## config.mk

```make
export PLATFORM = sky130hd
export DESIGN_NAME = fetch_stage
export DESIGN_NICKNAME = d
export VERILOG_FILES = /design/src/rtl/fetch_stage_pkg.sv /design/src/rtl/fetch_stage_ifid_reg.sv /design/src/rtl/fetch_stage.sv
export SDC_FILE = /design/constraint.sdc
export NUM_CORES = 1
export LEC_CHECK = 0
export BUFFER_PORTS_ARGS = -buffer_cell sky130_fd_sc_hd__buf_2
export CAP_MARGIN = 20
export CORE_MARGIN = 3
export CORE_UTILIZATION = 45
export CTS_CLUSTER_SIZE = 28
export DETAILED_ROUTE_END_ITERATION = 8
export GPL_ROUTABILITY_DRIVEN = 1
export HOLD_SLACK_MARGIN = 0.06
export PLACE_DENSITY = 0.72
export REMOVE_ABC_BUFFERS = 1
export SLEW_MARGIN = 10
export SYNTH_ARGS = -nofsm -noshare
export SYNTH_HDL_FRONTEND = slang
export SYNTH_HIERARCHICAL = 1
export SYNTH_SLANG_ARGS = --single-unit
```

## constraint.sdc

```tcl
create_clock -name clock -period 2.6 [get_ports clock]
set_input_delay 0.39 -clock clock [delete_from_list [all_inputs] [get_ports clock]]
set_output_delay 0.39 -clock clock [all_outputs]
set_load 0.1 [all_outputs]
```

## src/rtl/fetch_stage_pkg.sv

```systemverilog
// Shared definitions for the instruction fetch stage: opcode constants,
// the default bubble word and the fetch control state encoding.
package fetch_stage_pkg;

   localparam logic [5:0] OP_ALU     = 6'h00;
   localparam logic [5:0] OP_J       = 6'h02;
   localparam logic [5:0] OP_JAL     = 6'h03;
   localparam logic [5:0] OP_BEQ     = 6'h04;
   localparam logic [5:0] OP_ADD_IMM = 6'h08;
   localparam logic [5:0] OP_LW      = 6'h23;

   localparam logic [31:0] DEFAULT_NOP_INSTR = 32'h0000_0000;

   typedef enum logic [1:0] {
      RUN   = 2'd0,
      HOLD  = 2'd1,
      FLUSH = 2'd2
   } fetch_state_t;

   // Sequential successor address; wraps modulo 2^32.
   function automatic logic [31:0] pc_inc(input logic [31:0] pc);
      return pc + 32'd4;
   endfunction

endpackage

```

## src/rtl/fetch_stage_ifid_reg.sv

```systemverilog
// IF/ID pipeline register: hold freezes the contents, flush loads a bubble,
// otherwise the fetched word and its PC+4 are captured as a valid instruction.
module fetch_stage_ifid_reg
   import fetch_stage_pkg::*;
#(
   parameter logic [31:0] NOP_INSTR = DEFAULT_NOP_INSTR
) (
   input  logic        clock,
   input  logic        resetn,
   input  logic        hold,
   input  logic        flush,
   input  logic [31:0] ir_d,
   input  logic [31:0] pc4_d,
   output logic [31:0] ir,
   output logic [31:0] pc4,
   output logic        valid
);

   always_ff @(posedge clock or negedge resetn) begin
      if (!resetn) begin
         ir    <= NOP_INSTR;
         pc4   <= 32'd0;
         valid <= 1'b0;
      end else if (hold) begin
         ir    <= ir;
         pc4   <= pc4;
         valid <= valid;
      end else if (flush) begin
         ir    <= NOP_INSTR;
         pc4   <= 32'd0;
         valid <= 1'b0;
      end else begin
         ir    <= ir_d;
         pc4   <= pc4_d;
         valid <= 1'b1;
      end
   end

endmodule

```

## src/rtl/fetch_stage.sv

```systemverilog
// Instruction fetch stage: PC register with stall/redirect/wait handling,
// IF/ID register, decode-field taps and a saturating stall-cycle counter.
module fetch_stage
   import fetch_stage_pkg::*;
#(
   parameter logic [31:0] RESET_PC  = 32'h0000_0000,
   parameter logic [31:0] NOP_INSTR = DEFAULT_NOP_INSTR
) (
   input  logic        clock,
   input  logic        resetn,
   input  logic        stall,
   input  logic        redirect,
   input  logic [31:0] redirect_pc,
   output logic [31:0] imem_addr,
   input  logic [31:0] imem_rdata,
   input  logic        imem_valid,
   output logic [31:0] ifid_ir,
   output logic [31:0] ifid_pc4,
   output logic        ifid_valid,
   output logic [5:0]  ifid_op,
   output logic [4:0]  ifid_rs,
   output logic [4:0]  ifid_rt,
   output logic [15:0] stall_count
);

   fetch_state_t state_reg, state_next;
   logic [31:0]  pc_reg, pc_next;
   logic [31:0]  pc_plus4;
   logic         ifid_hold, ifid_flush;

   assign pc_plus4  = pc_inc(pc_reg);
   assign imem_addr = pc_reg;

   // Stall outranks redirect, so a branch resolved under stall is simply
   // re-presented by ID once the interlock releases.
   always_comb begin
      state_next = state_reg;
      pc_next    = pc_reg;
      ifid_hold  = 1'b0;
      ifid_flush = 1'b0;

      case (state_reg)
         HOLD:    state_next = stall ? HOLD : (redirect ? FLUSH : RUN);
         FLUSH:   state_next = stall ? HOLD : (redirect ? FLUSH : RUN);
         default: state_next = stall ? HOLD : (redirect ? FLUSH : RUN);
      endcase

      if (stall) begin
         ifid_hold = 1'b1;
      end else if (redirect) begin
         pc_next    = redirect_pc;
         ifid_flush = 1'b1;
      end else if (!imem_valid) begin
         ifid_flush = 1'b1;
      end else begin
         pc_next = pc_plus4;
      end
   end

   always_ff @(posedge clock or negedge resetn) begin
      if (!resetn) begin
         state_reg <= RUN;
         pc_reg    <= RESET_PC;
      end else begin
         state_reg <= state_next;
         pc_reg    <= pc_next;
      end
   end

   always_ff @(posedge clock or negedge resetn) begin
      if (!resetn) begin
         stall_count <= 16'd0;
      end else if (stall && (stall_count != 16'hFFFF)) begin
         stall_count <= stall_count + 16'd1;
      end
   end

   fetch_stage_ifid_reg #(
      .NOP_INSTR (NOP_INSTR)
   ) u_ifid_reg (
      .clock  (clock),
      .resetn (resetn),
      .hold   (ifid_hold),
      .flush  (ifid_flush),
      .ir_d   (imem_rdata),
      .pc4_d  (pc_plus4),
      .ir     (ifid_ir),
      .pc4    (ifid_pc4),
      .valid  (ifid_valid)
   );

   assign ifid_op = ifid_ir[31:26];
   assign ifid_rs = ifid_ir[25:21];
   assign ifid_rt = ifid_ir[20:16];

endmodule

```

==> results.py, run 1 <==
metrics = {
    "outcome": {
        "status": "finished, final reports clean",
    },
    "die": {
        "die_w_microns": 121.7,
        "die-area_sq_um": 14810,
        "core_sq_um": 12880,
        "row_count": 41,
        "die_height_microns": 121.7,
        "io_pins": 198,
        "initial_utilization_pct": 46.78,
    },
    "sta": {
        "skew_ns": 0.01041,
        "finalHoldViolations": 0,
        "final-setup-viol-count": 0,
        "slew_viol_final": 0,
        "rsz0062_at_grt": "no",
        "slew_headroom_pct": 43.36,
        "finalCriticalPeriod_ns": 2.167,
        "fmax_mhz": 461.4,
        "fin_crit_sh_pct": 83.36,
        "tightestPinTransition_ns": 0.8478,
    },
    "clock_network": {
        "clkSinkCount": 113,
        "cts_tree": "done",
        "hold_buffers": 0,
        "cts_setup_buffers": 0,
        "cts_buffer_depth": 2,
        "clk_pin_slew_ns": 0.05,
        "clock-root-buffer": "clkbuf_16",
        "cts_max_level": 4,
        "cts-buffers-inserted": 17,
        "post_cts_resized": 0,
        "clk_latency_ns": 0.40,
    },
    "flow_run": {
        "max_cap_viol_count": 0,
    },
    "placement": {
        "post-dp-hpwl_mm": 11.83,
        "port_buffers": 197,
        "dp.cells": 975,
        "dpl_cell_area_sq_um": 7008,
        "routabilityCongestion": 0.9117,
    },
    "power": {
        "power_mw": 7.490,
        "power_density_nw_per_um2": 985.3,
        "ir_worst_vdd_mv": 0.6442,
        "p_leak_nw": 3.653,
    },
    "global_routing": {
        "grt_use_total_pct": 22.97,
        "antenna_found_initial": 3,
        "grt_pass1_vias": 5203,
        "grt_pass1_wl_mm": 27.01,
        "overflow": 0,
        "grt_max_degree": 114,
    },
    "logic_synthesis": {
        "synth_cell_types": 53,
        "synthSimpleGateAreaFrac_pct": 24.47,
        "synth_edf_count": 0,
        "ys_seq_elements": 113,
        "syn_area_per_cell_sq_um": 9.196,
        "synth_xor_area_share_pct": 5.816,
        "syn_inst": 655,
        "yosysSeqAreaShare_pct": 46.95,
        "yosys_warnings": 6,
        "synth_top_family_by_area": "simple AND/OR/NAND/NOR gates",
        "synth_top_area_share_pct": 46.95,
        "async_flop_share_pct": 100.0,
        "synth-main-ff-cell": "dfrtp_1",
        "syn-cell-area_sq_um": 6023,
        "synth_mux_area_share_pct": 0.3739,
        "yosys-top-cells-area": "dfrtp_1 47%, nand2b_1 7.3%, nand2_1 6.5%",
        "synth_compound_area_share_pct": 15.48,
        "synth-adder-area-share_pct": 0.4155,
        "synth_top_area_cell": "dfrtp_1",
    },
    "worst_setup_path": {
        "r2r_cells": 8,
        "end_kind": "flip-flop",
        "cp.required_ns": 2.93,
        "path_class": "reg -> reg",
        "start_kind": "flip-flop",
        "worstPathArrival_ns": 2.50,
        "critPathMaxFanout": 14,
    },
    "hold_path": {
        "hold_path_class": "in -> async",
    },
    "drt": {
        "viasPerCell": 5.331,
        "routed_wl_mm": 16.84,
        "drtIter0Drc": 297,
        "vias": 5368,
        "antenna_left": 0,
        "drtPass1Iterations": 4,
        "drcViolationCount": 0,
        "wire_per_inst_microns": 16.72,
    },
    "cells_and_area": {
        "synthToLayoutAreaGrowth_pct": 26.19,
        "final_util_pct": 59.03,
        "drive_above_1_share_pct": 30.70,
        "design_area_sq_um": 7601,
        "fillers": 1150,
        "layout.cells.non_filler": 1007,
        "nNetsFinal": 893,
        "multi_input_area_sq_um": 2811,
        "seq_area_sq_um": 2828,
    },
}
==> synthesized netlist by cell type (all sizes together), types with 10 or more instances <==
library cell  number
dfrtp            113
xor2              13
nand2b            70
xnor2             27
clkbuf            24
nor3              13
buf               41
and3              11
nor2              21
a21oi             13
o21ai             77
nand2            105
nand4             14
nand3             19
nor4              10
==> flip-flops by register name, indices dropped and copies added, names as in the netlist <==
| name | count |
|---|---|
| imem_addr | 32 |
| stall_count | 16 |
| u_ifid_reg/pc4 | 32 |
| u_ifid_reg/valid | 1 |
| u_ifid_reg/ir | 32 |
==> critical path, stage by stage, from the launching register on <==
cell and delay (ns):
dfrtp_1 0.42, ha_1 0.36, nand4_2 0.23, nor4_4 0.29, buf_4 0.24, nand4_1 0.19
xnor2_1 0.19, nand2b_1 0.07, o21ai_1 0.10
==> final cells by class <==
type	instances	area share, %
clock buffers	22	6.370
diodes	1	0.03292
inverters	8	0.3951
repair buffers	213	14.78
flip-flops and latches	113	37.20
clock inverters	9	1.399
well taps	172	2.831
multi-input cells	469	36.99
==> power breakdown <==
part / leakage (nW) / internal [mW] / switching [mW]
Combinational: 1.95 / 0.496 / 2.43
Clock: 0.284 / 1.50 / 0.793
Sequential: 1.42 / 2.00 / 0.273
Total: 3.65 / 3.99 / 3.50
==> kinds of logic (layout without fill, tap and decap cells) <==
kind of cell	Yosys count	after routing
buf+inv	73	252
simple gates	277	277
compound gates	148	148
xor+xnor	40	40
mux	2	2
fa+ha+maj	2	2
other cells	0	1
flops	113	113
==> placed cells by master, fill, tap and decap left out, drive strengths merged, types with 3 or more instances in the layout <==
master	n
a21oi	13
o22a	5
nand4	14
a21o	6
a32oi	3
dfrtp	113
nor3	13
clkinv	5
o32a	5
buf	213
nand3	19
nor2	21
and2	4
a311o	3
a31oi	6
o31ai	4
inv	7
clkinvlp	3
nor4	10
xor2	13
o311ai	3
a22o	6
o21ai	77
a211oi	4
nand2	105
and4	7
and3	11
nand2b	70
clkbuf	22
xnor2	27
==> worst paths after layout <==
kind / startpoint / end / slack (ns)
worst min-delay path: resetn / u_ifid_reg/pc4[4] / 0.04
max in group asynchronous: resetn / imem_addr[14] / 2.03
worst max register to register: imem_addr[2] / u_ifid_reg/pc4[28] / 0.43
worst max-delay path: imem_addr[2] / u_ifid_reg/pc4[28] / 0.43
worst min register to register: u_ifid_reg/valid / u_ifid_reg/valid / 0.48
min in group clock: redirect_pc[1] / imem_addr[1] / 0.21
==> stage by stage <==
step           setup TNS (ns)  worst slack, ns  hold WS (ns)
2_1_floorplan          -2.495          -0.2745       0.09441
3_3_place_gp                0           0.5619        0.4674
3_5_place_dp                0           0.4231        0.4679
4_1_cts                     0           0.4352       0.09642
5_1_grt                     0           0.2553        0.1050
6_report                    0           0.4326       0.03695
==> metal layers <==
layer  part of all wire [%]  vias up  GRT usage [%]
li1                       -     2591              -
met1                     43     2528          29.80
met2                     47      226          37.27
met3                    8.2       21          6.778
met4                    1.6        2          7.143
met5                  0.059        -              0
Note: power is estimated with default switching activity, not from simulation.
==> inputs of run 2 (changes only) <==
--- a/config.mk
+++ b/config.mk
@@ -5,6 +5,7 @@
 export SDC_FILE = /design/constraint.sdc
 export NUM_CORES = 1
 export LEC_CHECK = 0
+export ABC_AREA = 1
 export BUFFER_PORTS_ARGS = -buffer_cell sky130_fd_sc_hd__buf_2
 export CAP_MARGIN = 20
 export CORE_MARGIN = 3
@@ -13,7 +14,7 @@
 export DETAILED_ROUTE_END_ITERATION = 8
 export GPL_ROUTABILITY_DRIVEN = 1
 export HOLD_SLACK_MARGIN = 0.06
-export PLACE_DENSITY = 0.72
+export PLACE_DENSITY = 0.75
 export REMOVE_ABC_BUFFERS = 1
 export SLEW_MARGIN = 10
 export SYNTH_ARGS = -nofsm -noshare
==> constraint.sdc (replaced) <==
create_clock -name clock -period 1.9 [get_ports clock]
set_input_delay 0.285 -clock clock [delete_from_list [all_inputs] [get_ports clock]]
set_output_delay 0.285 -clock clock [all_outputs]
set_load 0.1 [all_outputs]
==> run 2 against run 1 <==
Effect of this change:
- sequential power up 33%
- critical path depth is 6 lower
- wire length fell by 5.4%
- utilization grew 2.1 points
- cell area up 2.3%
- die area down 2.1%
- register-to-register slack got worse by 0.22 ns
- via count rose by 4.0%
==> results.py, run 2 <==
metrics = {
    "clock_network": {
        "clk_latency_ns": 0.42,
        "clk_pin_slew_ns": 0.05,
        "cts_tree": "done",
        "clkSinkCount": 113,
        "clock-root-buffer": "clkbuf_16",
        "cts-buffers-inserted": 17,
        "cts_buffer_depth": 2,
        "cts_max_level": 4,
    },
    "die": {
        "die-area_sq_um": 14500,
        "row_count": 41,
        "die_w_microns": 120.4,
        "core_sq_um": 12720,
        "initial_utilization_pct": 46.29,
        "die_height_microns": 120.4,
        "io_pins": 198,
    },
    "logic_synthesis": {
        "synth_most_common_cell": "nand2_1",
        "syn_inst": 790,
        "ys_seq_elements": 113,
        "syn_area_per_cell_sq_um": 7.455,
        "yosysSeqAreaShare_pct": 48.01,
        "synth-main-ff-cell": "dfrtp_1",
        "synth_cell_types": 28,
        "syn-cell-area_sq_um": 5889,
        "yosys-top-cells-area": "dfrtp_1 48%, nand2_1 26%, inv_1 3.9%",
        "synth_commonest_cells": "403 x nand2_1, 113 x dfrtp_1, 61 x inv_1, 52 x nor2_1, 32 x nand3_1",
        "synth_top_area_share_pct": 48.01,
        "yosys_warnings": 6,
        "synth_edf_count": 0,
        "async_flop_share_pct": 100.0,
        "synth_top_area_cell": "dfrtp_1",
    },
    "worst_setup_path": {
        "slowest_delay_ns": 0.43,
        "end_kind": "primary output",
        "r2r_end": "u_ifid_reg/pc4[30]",
        "r2r_cells": 9,
        "cp.buffers_inverters": 2,
        "r2r-start": "imem_addr[3]",
        "worstPathArrival_ns": 1.40,
        "crit_end": "imem_addr[15]",
        "path_depth": 2,
        "cp.required_ns": 1.62,
        "crit_start": "imem_addr[15]",
        "r2r_setup_slack_ns": 0.21,
        "start_kind": "flip-flop",
        "critPathTopFamily": "buffers and inverters",
        "path_class": "reg -> out",
        "path_cells": "buf_4 -> buf_2",
        "slowest_stage": "buf_2",
        "critPathMaxFanout": 3,
    },
    "drt": {
        "vias": 5583,
        "dr.max_layer_used": "met4",
        "drtIter0Drc": 408,
        "antenna_left": 0,
        "dr_wl_met3_mm": 1.087,
        "drtPass1Iterations": 6,
        "routed_wl_mm": 15.93,
        "drcViolationCount": 0,
        "wl_met2_mm": 7.335,
        "wl_met1_mm": 7.243,
        "wire_per_inst_microns": 13.47,
        "viasPerCell": 4.719,
    },
    "placement": {
        "dp_slack_ns": -0.03775,
        "post-dp-hpwl_mm": 11.52,
        "routabilityCongestion": 0.8419,
        "dp.cells": 1136,
        "port_buffers": 197,
    },
    "sta": {
        "fmax_mhz": 592.3,
        "fin_ws_ns": 0.2117,
        "tightestPinTransition_ns": 0.6227,
        "fin_crit_sh_pct": 88.86,
        "slew_headroom_pct": 58.49,
        "slew_viol_final": 0,
        "finalCriticalPeriod_ns": 1.688,
        "skew_ns": 0.007116,
        "rsz0062_at_grt": "no",
        "final-setup-viol-count": 0,
        "finalHoldViolations": 0,
    },
    "hold_path": {
        "hold_path_class": "in -> reg",
        "min_from": "imem_rdata[16]",
    },
    "cells_and_area": {
        "final_cell_mix": "403 x nand2_1, 196 x buf_2, 113 x dfrtp_1",
        "fillers": 1179,
        "synthToLayoutAreaGrowth_pct": 32.04,
        "multi_input_area_sq_um": 2575,
        "drive_above_1_share_pct": 26.34,
        "final_common_cell": "nand2_1",
        "nNetsFinal": 1068,
        "layout.cells.non_filler": 1183,
        "seq_area_sq_um": 2828,
    },
    "power": {
        "p_sw_mw": 4.670,
        "swShare_pct": 45.42,
        "p_leak_nw": 4.308,
        "ir_worst_vdd_mv": 0.6819,
        "power_frac_clock_pct": 32.5,
        "seq_power_share_pct": 29.4,
        "combPwrFrac_pct": 38.1,
        "power_mw": 10.28,
        "power_density_nw_per_um2": 1322,
        "p_int_mw": 5.613,
    },
    "global_routing": {
        "overflow": 0,
        "grt_max_degree": 45,
        "grt_pass1_wl_mm": 26.03,
        "grt_pass1_vias": 5278,
        "antenna_found_initial": 1,
        "grt_use_total_pct": 22.64,
    },
    "flow_run": {
        "max_cap_viol_count": 0,
    },
    "outcome": {
        "status": "finished, final reports clean",
    },
}
## run 2: cell count changes after synthesis, moves of 15 or more
cell	delta
inv_1	+54
o21ai_1	-63
nand2_1	+298
nand3_1	+15
nand2b_1	-70
nor2_1	+32
## run 2: how the worst min path moves through the flow
stage	end	depth (start not counted)	slack (ns)
after floorplan	imem_addr[0]	0	-0.01
after global placement	u_ifid_reg/pc4[0]	1	0.17
after detailed placement	u_ifid_reg/pc4[2]	1	0.16
after CTS	u_ifid_reg/ir[28]	3	0.06
after global routing	u_ifid_reg/ir[28]	3	0.07
final	u_ifid_reg/ir[16]	3	0.07
## run 2: timing repair
| action | in CTS | in global routing |
|---|---|---|
| setup endpoints to repair | 13 | 1 |
| hold endpoints to repair | 123 | 0 |
| pin swaps | 0 | 0 |
| resized for setup | 1 | 1 |
| hold buffers | 14 | 0 |
| setup buffers | 0 | 0 |
## run 2: power by group through the flow
stage / combinational (mW) / clock (mW) / sequential [mW]
floorplan: 0.600 / 0 / 5.52
global placement: 3.89 / 0 / 3.04
detailed placement: 3.91 / 0 / 3.05
CTS: 3.94 / 3.38 / 3.02
global route: 4.11 / 3.49 / 3.07
finish: 3.92 / 3.34 / 3.02
## run 2: metal layers
layer / GRT usage (%) / vias to the layer above
met3: 6.080 / 24
met1: 30.45 / 2548
met5: 0 / -
li1: - / 2807
met4: 8.003 / 0
met2: 35.45 / 204
## run 2: area by class of cell
cell class              count  area share, %
inverters                  61          2.944
repair buffers            228          16.80
well taps                 172          2.767
multi-input cells         576          33.11
diodes                      1        0.03218
flip-flops and latches    113          36.36
clock buffers              21          5.921
clock inverters            11          2.060
## run 2: worst register-to-register path, delay by kind of cell (launching register included)
| kind | cells | cell delay [ns] |
|---|---|---|
| and+or+nand+nor | 7 | 0.86 |
| DFF | 1 | 0.42 |
| adders and majority gates | 1 | 0.25 |
| buffers and inverters | 1 | 0.06 |
## run 2: metrics by stage
step / setup TNS [ns] / util, % / instance area (sq um) / hold slack [ns]
after CTS: 0 / 61.08 / 7771 / 0.06003
after global routing: 0 / 61.10 / 7774 / 0.07012
after floorplan: -13.37 / - / 5623 / -0.01059
final: 0 / 61.12 / 7776 / 0.07256
after detailed placement: -0.1780 / 55.07 / 7007 / 0.1634
after global placement: 0 / 55.07 / 7007 / 0.1667
## run 2: cell families (layout without fill, tap and decap cells)
family / after synthesis / after routing / synth area share [%]
flip-flops: 113 / 113 / 48.01
buffers and inverters: 101 / 321 / 8.413
AO/OA/AOI/OAI: 35 / 35 / 3.718
adder cells (fa/ha/maj): 2 / 2 / 0.4248
XOR/XNOR: 28 / 28 / 4.546
other: 0 / 1 / 0
AND/OR/NAND/NOR: 511 / 511 / 34.88
==> inputs of run 3 (changes only) <==
--- a/config.mk
+++ b/config.mk
@@ -7,13 +7,13 @@
 export LEC_CHECK = 0
 export ABC_AREA = 1
 export BUFFER_PORTS_ARGS = -buffer_cell sky130_fd_sc_hd__buf_2
-export CAP_MARGIN = 20
 export CORE_MARGIN = 3
 export CORE_UTILIZATION = 45
 export CTS_CLUSTER_SIZE = 28
 export DETAILED_ROUTE_END_ITERATION = 8
 export GPL_ROUTABILITY_DRIVEN = 1
 export HOLD_SLACK_MARGIN = 0.06
+export MAX_ROUTING_LAYER = met4
 export PLACE_DENSITY = 0.75
 export REMOVE_ABC_BUFFERS = 1
 export SLEW_MARGIN = 10
==> run 3 against run 2 <==
Effect of this change:
- setup slack got worse by 0.0032 ns
- critical path depth increased by 7
- sequential share of layout area unchanged
- utilization unchanged
- maximum frequency decreased by 0.19%
- critical path type is now reg -> reg
==> results.py, run 3 (synthesis results as in run 2) <==
metrics = {
    "sta": {
        "skew_ns": 0.008117,
        "tightestPinTransition_ns": 0.5967,
        "fin_hold_ws_ns": 0.07656,
        "slew_viol_final": 0,
        "fmax_mhz": 591.2,
        "finalHoldViolations": 0,
        "fin_crit_sh_pct": 89.03,
        "rsz0062_at_grt": "no",
        "final-setup-viol-count": 0,
        "finalCriticalPeriod_ns": 1.691,
        "slew_headroom_pct": 60.22,
    },
    "drt": {
        "drcViolationCount": 0,
        "wire_per_inst_microns": 13.44,
        "drtIter0Drc": 416,
        "drtPass1Iterations": 4,
        "antenna_left": 0,
        "viasPerCell": 4.743,
        "vias": 5611,
        "routed_wl_mm": 15.90,
        "dr.max_layer_used": "met4",
        "wl_met2_mm": 7.391,
        "dr_wl_met3_mm": 1.010,
        "wl_met1_mm": 7.256,
    },
    "cells_and_area": {
        "synthToLayoutAreaGrowth_pct": 32.04,
        "final_cell_mix": "403 x nand2_1, 196 x buf_2, 113 x dfrtp_1",
        "fillers": 1179,
        "final_util_pct": 61.12,
        "nNetsFinal": 1068,
        "drive_above_1_share_pct": 26.34,
        "final_common_cell": "nand2_1",
    },
    "clock_network": {
        "cts_tree": "done",
        "clk_pin_slew_ns": 0.05,
        "clk_latency_ns": 0.41,
        "cts_max_level": 4,
        "cts_buffer_depth": 2,
        "clkSinkCount": 113,
        "clock-root-buffer": "clkbuf_16",
        "cts-buffers-inserted": 17,
    },
    "die": {
        "die_height_microns": 120.4,
        "io_pins": 198,
        "initial_utilization_pct": 46.29,
        "die-area_sq_um": 14500,
        "row_count": 41,
        "die_w_microns": 120.4,
        "core_sq_um": 12720,
    },
    "global_routing": {
        "overflow": 0,
        "grt_use_total_pct": 23.24,
        "antenna_found_initial": 1,
        "grt_max_degree": 45,
        "grt_pass1_vias": 5292,
        "grt_pass1_wl_mm": 25.97,
    },
    "hold_path": {
        "min_to": "u_ifid_reg/ir[16]",
        "hold_path_class": "in -> reg",
        "hold_depth": 3,
        "min_from": "imem_rdata[16]",
    },
    "worst_setup_path": {
        "cp.required_ns": 2.20,
        "path_class": "reg -> reg",
        "worstPathArrival_ns": 1.99,
        "r2r_setup_slack_ns": 0.21,
        "r2r-start": "imem_addr[3]",
        "r2r_end": "u_ifid_reg/pc4[30]",
        "end_kind": "flip-flop",
        "critPathMaxFanout": 5,
        "r2r_cells": 9,
        "start_kind": "flip-flop",
    },
    "power": {
        "p_leak_nw": 4.308,
        "ir_worst_vdd_mv": 0.6818,
        "power_density_nw_per_um2": 1321,
    },
    "placement": {
        "post-dp-hpwl_mm": 11.52,
        "routabilityCongestion": 0.8550,
        "port_buffers": 197,
    },
    "flow_run": {
        "max_cap_viol_count": 0,
    },
    "outcome": {
        "status": "finished, final reports clean",
    },
}
-- run 3: where the power goes --
part	switching [mW]	internal (mW)
logic	3.28	0.647
registers	0.301	2.72
clock network	1.08	2.25
total	4.66	5.61
-- run 3: timing repair --
item,CTS,global route
hold buffers,14,0
resized for setup,1,1
hold endpoints to repair,123,0
setup buffers,0,0
setup endpoints to repair,13,1
-- run 3: how the worst max path moves through the flow --
| stage | start | end | cells after the start |
|---|---|---|---|
| 6_report | imem_addr[3] | u_ifid_reg/pc4[30] | 9 |
| 5_1_grt | imem_addr[3] | u_ifid_reg/pc4[30] | 9 |
| 4_1_cts | imem_addr[3] | u_ifid_reg/pc4[30] | 9 |
| 3_5_place_dp | stall_count[0] | stall_count[11] | 8 |
| 3_3_place_gp | stall_count[0] | stall_count[9] | 8 |
| 2_1_floorplan | imem_addr[3] | u_ifid_reg/pc4[30] | 9 |
-- run 3: through the flow --
step	power [mW]	setup WS (ns)	setup TNS, ns	area (sq um)	instances
floorplan	6.123	-0.3820	-13.37	5623	750
global placement	6.932	0.0001600	0	7007	1136
detailed placement	6.958	-0.03775	-0.1780	7007	1136
CTS	10.33	0.1858	0	7771	1182
global route	10.66	0.03526	0	7776	1183
finish	10.27	0.2085	0	7776	1183
-- run 3: final cells by class --
type,instances,area [sq um],share of cell area (%)
flip-flops and latches,113,2828,36.36
well taps,172,215.2,2.767
multi-input cells,576,2575,33.11
inverters,61,229.0,2.944
clock inverters,11,160.2,2.060
diodes,1,2.502,0.03218
clock buffers,21,460.4,5.921
repair buffers,228,1306,16.80
-- run 3: routing by layer --
| metal | up-vias | track usage, % |
|---|---|---|
| met5 | - | - |
| met4 | 0 | 8.003 |
| met3 | 22 | 5.659 |
| met2 | 208 | 35.49 |
| met1 | 2570 | 30.57 |
| li1 | 2811 | - |
-- run 3: critical path, cell delays in order (launching register included) --
cell and delay [ns]:
dfrtp_1 0.42, ha_2 0.25, inv_1 0.06, nor2_1 0.16, nand2_2 0.13, nor2_2 0.17
nand3_1 0.12, and2_1 0.17, nand2_1 0.06, nand2_1 0.05
